[config.mk]
export PLATFORM = sky130hd
export DESIGN_NAME = hazard_detection_unit
export DESIGN_NICKNAME = d
export VERILOG_FILES = /design/src/rtl/hazard_pkg.sv /design/src/rtl/hazard_stall_counter.sv /design/src/rtl/hazard_detection_unit.sv
export SDC_FILE = /design/constraint.sdc
export NUM_CORES = 1
export LEC_CHECK = 0
export ABC_AREA = 1
export CAP_MARGIN = 20
export CORE_MARGIN = 2
export CORE_UTILIZATION = 67
export DETAILED_ROUTE_END_ITERATION = 10
export DONT_BUFFER_PORTS = 1
export HOLD_SLACK_MARGIN = 0.12
export PLACE_DENSITY = 0.87
export SLEW_MARGIN = 20
export SYNTH_ARGS = -nofsm -noshare
export SYNTH_HDL_FRONTEND = slang
export SYNTH_SLANG_ARGS = --single-unit
[constraint.sdc]
create_clock -name clk -period 4.55 [get_ports clk]
set_clock_uncertainty 0.05 [all_clocks]
set_input_delay 0.2275 -clock clk [delete_from_list [all_inputs] [get_ports clk]]
set_output_delay 0.2275 -clock clk [all_outputs]
set_load 0.01 [all_outputs]
[src/rtl/hazard_pkg.sv]
// Shared definitions for the load-use hazard detector.
package hazard_pkg;

   localparam int REG_W_DEF = 5;
   localparam int CNT_W_DEF = 16;

   // Register-specifier type at the default width.
   typedef logic [REG_W_DEF-1:0] reg_spec_t;

   // Register 0 is hard-wired zero, so it can never be a real load target.
   localparam reg_spec_t REG_ZERO = 5'd0;

endpackage : hazard_pkg

[src/rtl/hazard_stall_counter.sv]
// Saturating event counter: counts cycles with inc high and sticks at all-ones.
module hazard_stall_counter
   import hazard_pkg::*;
#(
   parameter int CNT_W = CNT_W_DEF
) (
   input  logic             clk,
   input  logic             rst_n,
   input  logic             inc,
   output logic [CNT_W-1:0] count
);

   localparam logic [CNT_W-1:0] CNT_ONE = {{(CNT_W-1){1'b0}}, 1'b1};
   localparam logic [CNT_W-1:0] CNT_MAX = {CNT_W{1'b1}};

   logic [CNT_W-1:0] count_q;
   logic [CNT_W-1:0] count_d;

   // Next count: add one when requested unless already saturated.
   always_comb begin
      count_d = count_q;
      if (inc && (count_q != CNT_MAX)) begin
         count_d = count_q + CNT_ONE;
      end
   end

   // Count register, cleared asynchronously by reset.
   always_ff @(posedge clk or negedge rst_n) begin
      if (!rst_n) begin
         count_q <= '0;
      end else begin
         count_q <= count_d;
      end
   end

   assign count = count_q;

endmodule : hazard_stall_counter

[src/rtl/hazard_detection_unit.sv]
// Load-use hazard detector between IF/ID and ID/EX: holds PC and IF/ID and
// injects a bubble when the ID instruction reads the register a load in EX
// is about to write. Also keeps a registered stall flag and a stall counter.
module hazard_detection_unit
   import hazard_pkg::*;
#(
   parameter int REG_W = REG_W_DEF,
   parameter int CNT_W = CNT_W_DEF
) (
   input  logic             clk,
   input  logic             rst_n,
   input  logic             ID_EX_memRead,
   input  logic [REG_W-1:0] ID_EX_rt,
   input  logic [REG_W-1:0] IF_ID_rs,
   input  logic [REG_W-1:0] IF_ID_rt,
   output logic             PCWrite,
   output logic             IF_IDWrite,
   output logic             control_select,
   output logic [1:0]       hazard_src,
   output logic             stall_q,
   output logic [CNT_W-1:0] stall_count
);

   logic load_valid;
   logic rs_hit;
   logic rt_hit;
   logic hazard;

   // Match detection; a load to register 0 is never a real dependency, and
   // reset suppresses everything so the pipeline is free to run.
   always_comb begin
      load_valid = rst_n && ID_EX_memRead && (ID_EX_rt != '0);
      rs_hit     = load_valid && (ID_EX_rt == IF_ID_rs);
      rt_hit     = load_valid && (ID_EX_rt == IF_ID_rt);
      hazard     = rs_hit || rt_hit;
   end

   // Pipeline control: freeze PC and IF/ID and select the bubble on a hazard.
   always_comb begin
      PCWrite        = !hazard;
      IF_IDWrite     = !hazard;
      control_select = hazard;
      hazard_src     = {rt_hit, rs_hit};
   end

   // Registered copy of the hazard flag for performance monitoring.
   always_ff @(posedge clk or negedge rst_n) begin
      if (!rst_n) begin
         stall_q <= 1'b0;
      end else begin
         stall_q <= hazard;
      end
   end

   // One increment per stalled cycle, so a double match still counts once.
   hazard_stall_counter #(
      .CNT_W (CNT_W)
   ) u_stall_counter (
      .clk   (clk),
      .rst_n (rst_n),
      .inc   (hazard),
      .count (stall_count)
   );

endmodule : hazard_detection_unit

==> summary.md, run 1 <==
| Metric | Value |
|---|---|
| Largest net degree at the start of global routing | `25` |
| Later-pin clock latency in the skew report | `290 ps` |
| TritonCTS Buffers | `3` |
| Detailed placement HPWL | `1.834 mm` |
| Top cell type's share of synthesized area | `0.3424` |
| Reg2Reg Depth | `9` |
| Antenna violations before repair | `0` |
| I/O Buffers | `0` |
| DRC errors left | `0` |
| Yosys warns | `0` |
| RSZ-0062 raised after global routing | `false` |
| Dominant cell type by area after synthesis | `dfrtp_1` |
| # setup viols final | `0` |
| F_max | `541.1 MHz` |
| Syn Inst Count | `173` |
| Storage element area | `425.4 um2` |
| Worst r2r dst | `u_stall_counter.count[14]` |
| HP Class | `primary input to asynchronous set/reset pin` |
| Nets | `191` |
| RD Place Congestion | `0.8273` |
| TritonCTS clock tree | `built` |
| Multi-input gate area | `679.4 um2` |
| Max FO, Critical Path | `24` |
| EDFF count, synth | `0` |
| Share of post-route cells with drive strength above 1 | `0.07602` |
| Vias in the first global route | `934` |
| Fraction of registers with async set or reset after synthesis | `1.000` |
| IO Pins | `40` |
| Die X | `47.06 um` |
| Fillers | `150` |
| Count leader, synth | `nand2_1` |
| Synth Area per Inst | `7.182 um2` |
| Setup TNS | `0 ps` |
| CP Launch Type | `primary input` |
| VDD IR max | `0.0002094 V` |
| Post-synth net total | `192` |
| Status | `completed` |
| #FFs+latches synth | `17` |
| Post-route ant nets | `0` |
| Final Hold Vio Count | `0` |
| Via count | `1041` |
| Die height | `47.06 um` |
| Synth Cell Area | `0.001242 mm2` |
| Min Clock Period, post-route | `1848 ps` |
| Max-cap violation count | `0` |
| Clock sinks | `17` |
| Clk slew on worst S/H paths | `100 ps` |
| Total leakage power | `0.6797 nW` |
| PD cells | `233.1 mW/mm2` |
| H-tree depth | `1` |
| Post-synthesis sequential area ratio | `0.3424` |
| Avg WL per Cell | `12.50 um` |
| Post-synth top cells | `57 x nand2_1, 23 x nand3_1, 17 x dfrtp_1, 17 x inv_1, 13 x nor2_1` |
| Top cells by area, synth | `dfrtp_1 34%, nand2_1 17%, nand3_1 9.3%, xor2_1 7.8%, inv_1 5.1%` |
| Die ar. | `0.002215 mm2` |
| Core Region | `0.001727 mm2` |
| Worst slew margin | `0.4243` |
| Worst EP arrival | `1570 ps` |
| Slew Viols, Final | `0` |
| Post-Place Cell Area | `0.001214 mm2` |
| Initial DRC Count | `26` |
| CP Capture Type | `output pin` |
| R2R Setup Slk | `2740 ps` |
| Vias/cell | `5.311` |
| First-pass GRT wire length | `3.960 mm` |
| Worst reg2reg startpoint | `u_stall_counter.count[0]` |
| WP data required | `4270 ps` |
| All-Layer GR Usage | `0.2482` |
| Root Buffer | `clkbuf_4` |
| Total grt overflow | `0` |
| Area of all placed cells without fillers | `0.001250 mm2` |
| Fin crit share | `0.4062` |
| Worst slew pin tran | `861.5 ps` |
| WS Path Type | `primary input to output pin` |
| Total Wirelength | `2.450 mm` |
| P&R area growth vs syn | `0.6043%` |
| Post-CTS Setup Repair Bufs | `0` |
| Antenna cells | `0` |
| Clock tree buffer depth | `2` |
| Library cells used by synthesis | `21` |
| Post-synth top flop | `dfrtp_1` |
| Initial core utilization | `0.7196` |
| Num rows | `15` |
| Drt pass-1 iters | `4` |
==> per-stage QoR <==
step	power, mW	hold slack, ps	instances	util	worst slack (ps)
after floorplan	0.2011	-118.1	173	-	2951
after global placement	0.2045	-117.7	191	0.7029	2802
after detailed placement	0.2076	-117.6	191	0.7029	2734
after CTS	0.2914	408.6	196	0.7239	2716
after global routing	0.3076	458.0	196	0.7239	2564
final	0.2913	384.6	196	0.7239	2702
==> state kept, by name (all words and copies together) (netlist names) <==
register	count
stall_q	1
u_stall_counter.count	16
==> how the worst max path moves through the flow <==
stage	startpoint	endpoint	depth (start not counted)
finish	ID_EX_rt[0]	IF_IDWrite	6
global route	IF_ID_rt[1]	IF_IDWrite	8
CTS	ID_EX_rt[1]	PCWrite	6
detailed placement	ID_EX_rt[1]	PCWrite	6
global placement	ID_EX_rt[1]	PCWrite	6
floorplan	u_stall_counter.count[0]	u_stall_counter.count[7]	9
==> per-layer routing <==
layer	global-route usage	routed length [um]
met1	0.3381	1068
met2	0.3945	1203
met3	0.05385	161
met4	0.07778	17
met5	0	0
==> layout by cell type, fill, tap and decap left out <==
master         count
nor2_8             1
dlygate4sd3_1      1
clkbuf_1           1
nor3_2             1
ha_1               1
nand2_4            2
xnor2_1            5
nand2_1           57
nor3_1             6
nor2_4             1
nand3_2            1
nand4_1            5
inv_2              2
nand2_2            1
xor2_1            11
inv_4              1
nand3_1           23
dfrtp_1           17
nor2_1            13
clkbuf_4           3
nand3b_1           1
inv_1             17
==> critical path, stage by stage <==
cell and delay (ps):
xnor2_1 130, nand2_1 60, nor2_1 100, nand3_1 100, nand2_1 650, inv_1 300
==> power breakdown <==
part | switching [mW] | total, mW | internal, mW | leakage [nW]
registers | 0.0153 | 0.174 | 0.159 | 0.235
clock network | 0.0495 | 0.0837 | 0.0342 | 0.0150
logic | 0.0185 | 0.0334 | 0.0148 | 0.429
==> kinds of logic after synthesis <==
logic type,synth area share
simple gates,0.4240
buf+inv,0.1108
flops,0.3424
xor+xnor,0.1128
fa+ha+maj,0.01007
==> final cells by class <==
type	count	share of cell area
Tap cell	25	0.02503
Timing Repair Buffer	1	0.008008
Sequential cell	17	0.3403
Multi-Input combinational cell	129	0.5435
Inverter	20	0.06206
Clock buffer	4	0.02102
==> timing repair <==
item | 4_1_cts | 5_1_grt
resized for setup | 0 | 0
hold buffers | 1 | 0
hold endpoints to repair | 17 | 0
(Power assumes the default switching activity.)
==> inputs of run 2 (changes only) <==
--- a/config.mk
+++ b/config.mk
@@ -5,14 +5,14 @@
 export SDC_FILE = /design/constraint.sdc
 export NUM_CORES = 1
 export LEC_CHECK = 0
-export ABC_AREA = 1
+export ABC_AREA = 0
 export CAP_MARGIN = 20
 export CORE_MARGIN = 2
-export CORE_UTILIZATION = 67
+export CORE_UTILIZATION = 60
 export DETAILED_ROUTE_END_ITERATION = 10
 export DONT_BUFFER_PORTS = 1
 export HOLD_SLACK_MARGIN = 0.12
-export PLACE_DENSITY = 0.87
+export PLACE_DENSITY = 0.8
 export SLEW_MARGIN = 20
 export SYNTH_ARGS = -nofsm -noshare
 export SYNTH_HDL_FRONTEND = slang
==> constraint.sdc (replaced) <==
create_clock -name clk -period 1.9 [get_ports clk]
set_clock_uncertainty 0.05 [all_clocks]
set_input_delay 0.095 -clock clk [delete_from_list [all_inputs] [get_ports clk]]
set_output_delay 0.095 -clock clk [all_outputs]
set_load 0.01 [all_outputs]
==> run 2 against run 1 <==
Critical path depth is the same; final area shrank 7.6%; sequential cell count is the same; routed wire length shrank 18%; sequential share of layout area grew 2.8 points; largest cell class unchanged; utilization grew 4.3 points; largest power group unchanged; worst setup slack lost 2600 ps.
==> summary.md, run 2 <==
| Metric | Value |
|---|---|
| Max FO, Critical Path | `4 (-83%)` |
| Fillers | `90 (-40%)` |
| Status | `completed` |
| Antenna violations before repair | `0 (unchanged)` |
| Post-CTS Setup Repair Bufs | `0 (unchanged)` |
| Vias in the first global route | `749 (-20%)` |
| Post-Synth Adder-Cell Area | `0.01287 (+0.002800)` |
| Post-synth top flop | `dfrtp_1` |
| Syn Inst Count | `90 (-48%)` |
| Drt pass-1 iters | `4 (unchanged)` |
| CP peak stage delay | `530 ps (-120 ps)` |
| Bufs and invs on worst path | `1 (unchanged)` |
| Die height | `44.25 um (-6.0%)` |
| RSZ-0062 raised after global routing | `true` |
| CP Launch Type | `flop` |
| Nets | `129 (-32%)` |
| Vias/cell | `6.008 (+13%)` |
| Slowest cell on the critical path | `or4_4` |
| Setup TNS | `0 ps (unchanged)` |
| Initial DRC Count | `12 (-54%)` |
| Dominant cell type by area after synthesis | `dfrtp_1` |
| Total leakage power | `0.4977 nW (-27%)` |
| Total grt overflow | `0 (unchanged)` |
| DRC errors left | `0 (unchanged)` |
| Largest family of logic cells by synthesized area | `simple AND/OR/NAND/NOR gates` |
| IO Pins | `40 (unchanged)` |
| All-Layer GR Usage | `0.2242 (-0.02399)` |
| Post-synth net total | `109 (-43%)` |
| Root Buffer | `clkbuf_4` |
| F_max | `545.4 MHz` |
| EDFF count, synth | `0 (unchanged)` |
| Cell mode on critical path | `nand4_1` |
| Die ar. | `0.001958 mm2 (-12%)` |
| TritonCTS Buffers | `3 (unchanged)` |
| Detailed placement HPWL | `1.539 mm (-16%)` |
| Power, Total | `0.7374 mW (+150%)` |
| Top cell type's share of synthesized area | `0.4376 (+0.09518)` |
| Commonest non-fill, non-tap cells in the layout | `17 x buf_4, 17 x dfrtp_1, 16 x xnor2_1` |
| Slew Viols, Final | `0 (unchanged)` |
| WP data required | `2060 ps (-2210 ps)` |
| Synth Area per Inst | `10.80 um2 (+50%)` |
| Count leader, synth | `dfrtp_1` |
| Largest net degree at the start of global routing | `18 (-28%)` |
| Worst setup margin | `66.33 ps (-2636 ps)` |
| Antenna cells | `0 (unchanged)` |
| CP Capture Type | `flop` |
| Clock tree buffer depth | `2 (unchanged)` |
| P&R area growth vs syn | `18.79%` |
| Post-synth top cells | `17 x dfrtp_1, 16 x xnor2_1, 7 x xor2_1, 6 x nand2_1, 6 x nand3_1` |
| # setup viols final | `0 (unchanged)` |
| RD Place Congestion | `0.8295 (+0.27%)` |
| Min Clock Period, post-route | `1834 ps` |
| Post-synthesis mux area share | `0.02317 (+0.02317)` |
| XOR/XNOR Fraction of Synth Area | `0.2072 (+0.09442)` |
| HP Class | `primary input to flop` |
| TritonCTS clock tree | `built` |
| Yosys warns | `0 (unchanged)` |
| Share of post-route cells with drive strength above 1 | `0.3119 (+0.2359)` |
| WS Path Type | `flop to flop` |
| Synth Area in Simple Gates | `0.2278 (-0.1962)` |
| Synth Area in Compound Gates | `0.06049 (+0.06049)` |
| VDD IR max | `0.0003909 V (+87%)` |
| Num rows | `14 (-1)` |
| Worst EP arrival | `2000 ps (+430 ps)` |
| Total Wirelength | `2.021 mm (-18%)` |
| Max-cap violation count | `0 (unchanged)` |
| Core Region | `0.001506 mm2 (-13%)` |
| Die X | `44.25 um (-6.0%)` |
| Synth Cell Area | `972.2 um2 (-22%)` |
| Fraction of registers with async set or reset after synthesis | `1.000 (unchanged)` |
| Fin crit share | `0.9651` |
| Worst slew pin tran | `771.5 ps (-90.00 ps)` |
| Top cells by area, synth | `dfrtp_1 44%, xnor2_1 14%, xor2_1 6.3%, and3_1 3.2%, nand4_1 3.2%` |
| Avg WL per Cell | `16.17 um (+29%)` |
| Clock sinks | `17 (unchanged)` |
| Later-pin clock latency in the skew report | `280 ps (about the same)` |
| Post-route ant nets | `0 (unchanged)` |
| #FFs+latches synth | `17 (unchanged)` |
| Dpl ws | `32.54 ps (-2701 ps)` |
| Worst slew margin | `0.4857 (+0.06139)` |
| I/O Buffers | `0 (unchanged)` |
| Critical path's top delay family | `simple AND/OR/NAND/NOR gates` |
| Post-synthesis sequential area ratio | `0.4376 (+0.09518)` |
| Crit path cell chain | `ha_2 > nand4_1 > buf_4 > or4_4 > nand4_1 > xnor2_1` |
| First-pass GRT wire length | `3.208 mm (-19%)` |
| Library cells used by synthesis | `26 (+24%)` |
| Final Hold Vio Count | `0 (unchanged)` |
| Initial core utilization | `0.6453 (-0.07422)` |
| Largest register FFs | `16 (unchanged)` |
| Via count | `751 (-28%)` |
| PD cells | `638.5 mW/mm2 (+170%)` |
| Clk slew on worst S/H paths | `100 ps (about the same)` |
| H-tree depth | `1 (unchanged)` |
## run 2: logic make-up after synthesis
kind of cell | count (synthesis)
xor gates and xnor gates | 23
and+or+nand+nor | 36
DFF | 17
adders and majority gates | 1
AOI/OAI and AO/OA | 6
muxes | 2
buffers and inverters | 5
## run 2: layout make-up
type | count | area (um2) | share of cell area
Tap cell | 16 | 20.02 | 0.01733
Inverter | 2 | 7.507 | 0.006501
Clock buffer | 4 | 26.28 | 0.02275
Timing Repair Buffer | 18 | 137.6 | 0.1192
Multi-Input combinational cell | 68 | 538.0 | 0.4659
Sequential cell | 17 | 425.4 | 0.3684
## run 2: metrics by stage
stage | hold slack [ps] | std cells | utilization | area (um2)
final | 162.4 | 125 | 0.7666 | 1155
after global routing | 203.6 | 125 | 0.7666 | 1155
after CTS | 156.1 | 125 | 0.7542 | 1136
after detailed placement | -250.2 | 120 | 0.7301 | 1100
after global placement | -250.2 | 120 | 0.7301 | 1100
after floorplan | -250.6 | 90 | - | 974.7
## run 2: where the power goes
group | internal, mW | leakage, nW | switching [mW] | total (mW)
sequential | 0.385 | 0.235 | 0.0153 | 0.401
combinational | 0.0708 | 0.248 | 0.0759 | 0.147
clock | 0.0814 | 0.0150 | 0.109 | 0.190
## run 2: final timing paths
kind	start	end	slack, ps	depth (start not counted)
max	u_stall_counter.count[1]	u_stall_counter.count[14]	70	6
min	rst_n	stall_q	160	2
max reg2reg	u_stall_counter.count[1]	u_stall_counter.count[14]	70	6
min reg2reg	u_stall_counter.count[6]	u_stall_counter.count[6]	530	2
max in group asynchronous	rst_n	u_stall_counter.count[2]	1060	1
min in group asynchronous	rst_n	u_stall_counter.count[4]	270	1
## run 2: layer usage
| metal | part of all wire | GRT usage | vias up | routed length (um) |
|---|---|---|---|---|
| met2 | 0.52 | 0.3971 | 37 | 1042 |
| li1 | - | - | 354 | - |
| met3 | 0.076 | 0.06531 | 2 | 153 |
| met4 | 0.0054 | 0.07273 | 0 | 11 |
| met5 | 0 | 0 | - | 0 |
| met1 | 0.40 | 0.2586 | 358 | 814 |
## run 2: what timing repair did
action	4_1_cts	5_1_grt
gates resized for setup	0	5
endpoints found under the setup margin	0	10
endpoints found under the hold margin	17	0
hold buffers	1	0
==> inputs of run 3 (changes only) <==
--- a/config.mk
+++ b/config.mk
@@ -7,8 +7,11 @@
 export LEC_CHECK = 0
 export ABC_AREA = 0
 export CAP_MARGIN = 20
+export CELL_PAD_IN_SITES_DETAIL_PLACEMENT = 1
+export CELL_PAD_IN_SITES_GLOBAL_PLACEMENT = 1
+export CORE_ASPECT_RATIO = 0.8
 export CORE_MARGIN = 2
-export CORE_UTILIZATION = 60
+export CORE_UTILIZATION = 45
 export DETAILED_ROUTE_END_ITERATION = 10
 export DONT_BUFFER_PORTS = 1
 export HOLD_SLACK_MARGIN = 0.12
==> run 3 against run 2 <==
Sequential cell count stayed put; worst hold slack got worse by 12 ps; die area up 30%; total power is 1.8% higher; critical endpoint is now u_stall_counter.count[1]; largest cell class unchanged; highest routed layer unchanged.
==> summary.md, run 3 (synthesis gave the netlist of run 2 again) <==
| Metric | Value |
|---|---|
| Crit path cell chain | `ha_2 > nand4_1 > nor4_2 > a211oi_4 > buf_4 > mux2_2` |
| TritonCTS Buffers | `3 (unchanged)` |
| Initial DRC Count | `16 (+4)` |
| Root Buffer | `clkbuf_4` |
| Largest net degree at the start of global routing | `18 (unchanged)` |
| Commonest non-fill, non-tap cells in the layout | `21 x buf_4, 17 x dfrtp_1, 15 x xnor2_1` |
| WS Path Type | `flop to flop` |
| Min Clock Period, post-route | `1856 ps (+22.65 ps)` |
| Worst EP arrival | `2000 ps (about the same)` |
| Via count | `805 (+7.2%)` |
| Clock tree buffer depth | `2 (unchanged)` |
| Vias/cell | `5.791 (-3.6%)` |
| DRC errors left | `0 (unchanged)` |
| H-tree depth | `1 (unchanged)` |
| Setup TNS | `0 ps (unchanged)` |
| Total grt overflow | `0 (unchanged)` |
| Initial core utilization | `0.4625 (-0.1828)` |
| HP Class | `primary input to flop` |
| Antenna cells | `0 (unchanged)` |
| CP Launch Type | `flop` |
| I/O Buffers | `0 (unchanged)` |
| VDD IR max | `0.0004339 V (+11%)` |
| Routing usage on met1 | `0.2900 (+0.03146)` |
| Later-pin clock latency in the skew report | `290 ps (about the same)` |
| Most Crowded Layer GR | `met2` |
| F_max | `538.7 MHz (-1.2%)` |
| First-pass GRT wire length | `4.443 mm (+38%)` |
| Num rows | `15 (+1)` |
| Largest register FFs | `16 (unchanged)` |
| Slew Viols, Final | `0 (unchanged)` |
| Max-cap violation count | `0 (unchanged)` |
| Die ar. | `0.002551 mm2 (+30%)` |
| Fillers | `248 (+180%)` |
| Total leakage power | `0.5369 nW (+7.9%)` |
| TritonCTS clock tree | `built` |
| Grt met3 use | `0.07102 (+0.005717)` |
| Avg WL per Cell | `20.21 um (+25%)` |
| CP Capture Type | `flop` |
| Final Hold Vio Count | `0 (unchanged)` |
| All-Layer GR Usage | `0.2378 (+0.01357)` |
| IO Pins | `40 (unchanged)` |
| Antenna violations before repair | `0 (unchanged)` |
| Max FO, Critical Path | `5 (+1)` |
| Detailed placement HPWL | `1.971 mm (+28%)` |
| Post-route ant nets | `0 (unchanged)` |
| Core Region | `0.002102 mm2 (+40%)` |
| WP data required | `2040 ps (-20 ps)` |
| Worst setup margin | `43.68 ps (-22.65 ps)` |
| PD cells | `611.0 mW/mm2 (-4.3%)` |
| P&R area growth vs syn | `26.38%` |
| Total Wirelength | `2.809 mm (+39%)` |
| Die height | `45.58 um (+3.0%)` |
| Nets | `134 (+3.9%)` |
| Met2 usage | `0.4165 (+0.01941)` |
| Share of post-route cells with drive strength above 1 | `0.3860 (+0.07404)` |
| Worst slew margin | `0.4530 (-0.03267)` |
| R2R Setup Slk | `40 ps (-20 ps)` |
| Status | `completed` |
| Dpl cells | `131 (+9.2%)` |
| RD Place Congestion | `0.7484 (-9.8%)` |
| Vias in the first global route | `899 (+20%)` |
| Slowest cell on the critical path | `nor4_2` |
| CP peak stage delay | `430 ps (-100 ps)` |
| Worst slew pin tran | `817.8 ps (+46.31 ps)` |
| Power, Total | `0.7507 mW (+1.8%)` |
| Critical path's top delay family | `simple AND/OR/NAND/NOR gates` |
| Clk slew on worst S/H paths | `100 ps (about the same)` |
| Final Hold Slack | `150.5 ps (-11.88 ps)` |
| Bufs and invs on worst path | `1 (unchanged)` |
| Fin crit share | `0.9770 (+0.01192)` |
| Die X | `55.97 um (+26%)` |
| Drt pass-1 iters | `4 (unchanged)` |
| RSZ-0062 raised after global routing | `true` |
| Dpl ws | `-31.58 ps (-64.12 ps)` |
| Commonest non-fill, non-tap cell in the layout | `buf_4` |
| Clock sinks | `17 (unchanged)` |
| # setup viols final | `0 (unchanged)` |
| Cell Count, Final, Fillers Out | `139 (+11%)` |
==> run 3: worst paths after layout <==
check                                              start                        end  cells after the start
worst min register to register  u_stall_counter.count[2]   u_stall_counter.count[2]                      1
min in group asynchronous                          rst_n  u_stall_counter.count[11]                      1
worst max register to register  u_stall_counter.count[1]   u_stall_counter.count[1]                      6
worst min-delay path                               rst_n   u_stall_counter.count[9]                      3
worst max-delay path            u_stall_counter.count[1]   u_stall_counter.count[1]                      6
max in group asynchronous                          rst_n   u_stall_counter.count[2]                      1
==> run 3: report_power, final <==
group	total, mW	leakage (nW)	switching [mW]	internal (mW)
Clock	0.197	0.0177	0.118	0.0784
Combinational	0.153	0.284	0.0789	0.0743
Sequential	0.401	0.235	0.0157	0.385
==> run 3: per-layer routing <==
layer,part of all wire,wire (um),vias to the layer above
met5,0,0,-
met4,0.011,32,0
met3,0.061,170,4
met2,0.50,1391,27
met1,0.43,1214,411
li1,-,-,363
==> run 3: layout make-up <==
class / instances / area (um2) / share of cell area
Timing Repair Buffer: 23 / 177.7 / 0.1446
Tap cell: 25 / 31.28 / 0.02546
Clock inverter: 1 / 5.005 / 0.004073
Clock buffer: 3 / 22.52 / 0.01833
Multi-Input combinational cell: 68 / 559.3 / 0.4552
Sequential cell: 17 / 425.4 / 0.3462
Inverter: 2 / 7.507 / 0.006110
==> run 3: worst reg2reg max path, delay by kind of cell (launching register included) <==
kind / cells / cell delay (ps)
multiplexers: 1 / 280
AND/OR/NAND/NOR: 2 / 580
flip-flops: 1 / 370
AO/OA/AOI/OAI: 1 / 100
adder cells (fa/ha/maj): 1 / 200
buffers and inverters: 1 / 180
==> run 3: repair_timing <==
action / CTS / global route
hold buffers: 2 / 0
buffers inserted: 2 / 0
endpoints found under the setup margin: 2 / 7
resized for setup: 2 / 8
gates cloned: 0 / 0
endpoints found under the hold margin: 18 / 0
pin swaps: 1 / 2
==> run 3: through the flow <==
| step | utilization | cell area, um2 |
|---|---|---|
| 2_1_floorplan | - | 974.7 |
| 3_3_place_gp | 0.5357 | 1126 |
| 3_5_place_dp | 0.5357 | 1126 |
| 4_1_cts | 0.5685 | 1195 |
| 5_1_grt | 0.5845 | 1229 |
| 6_report | 0.5845 | 1229 |
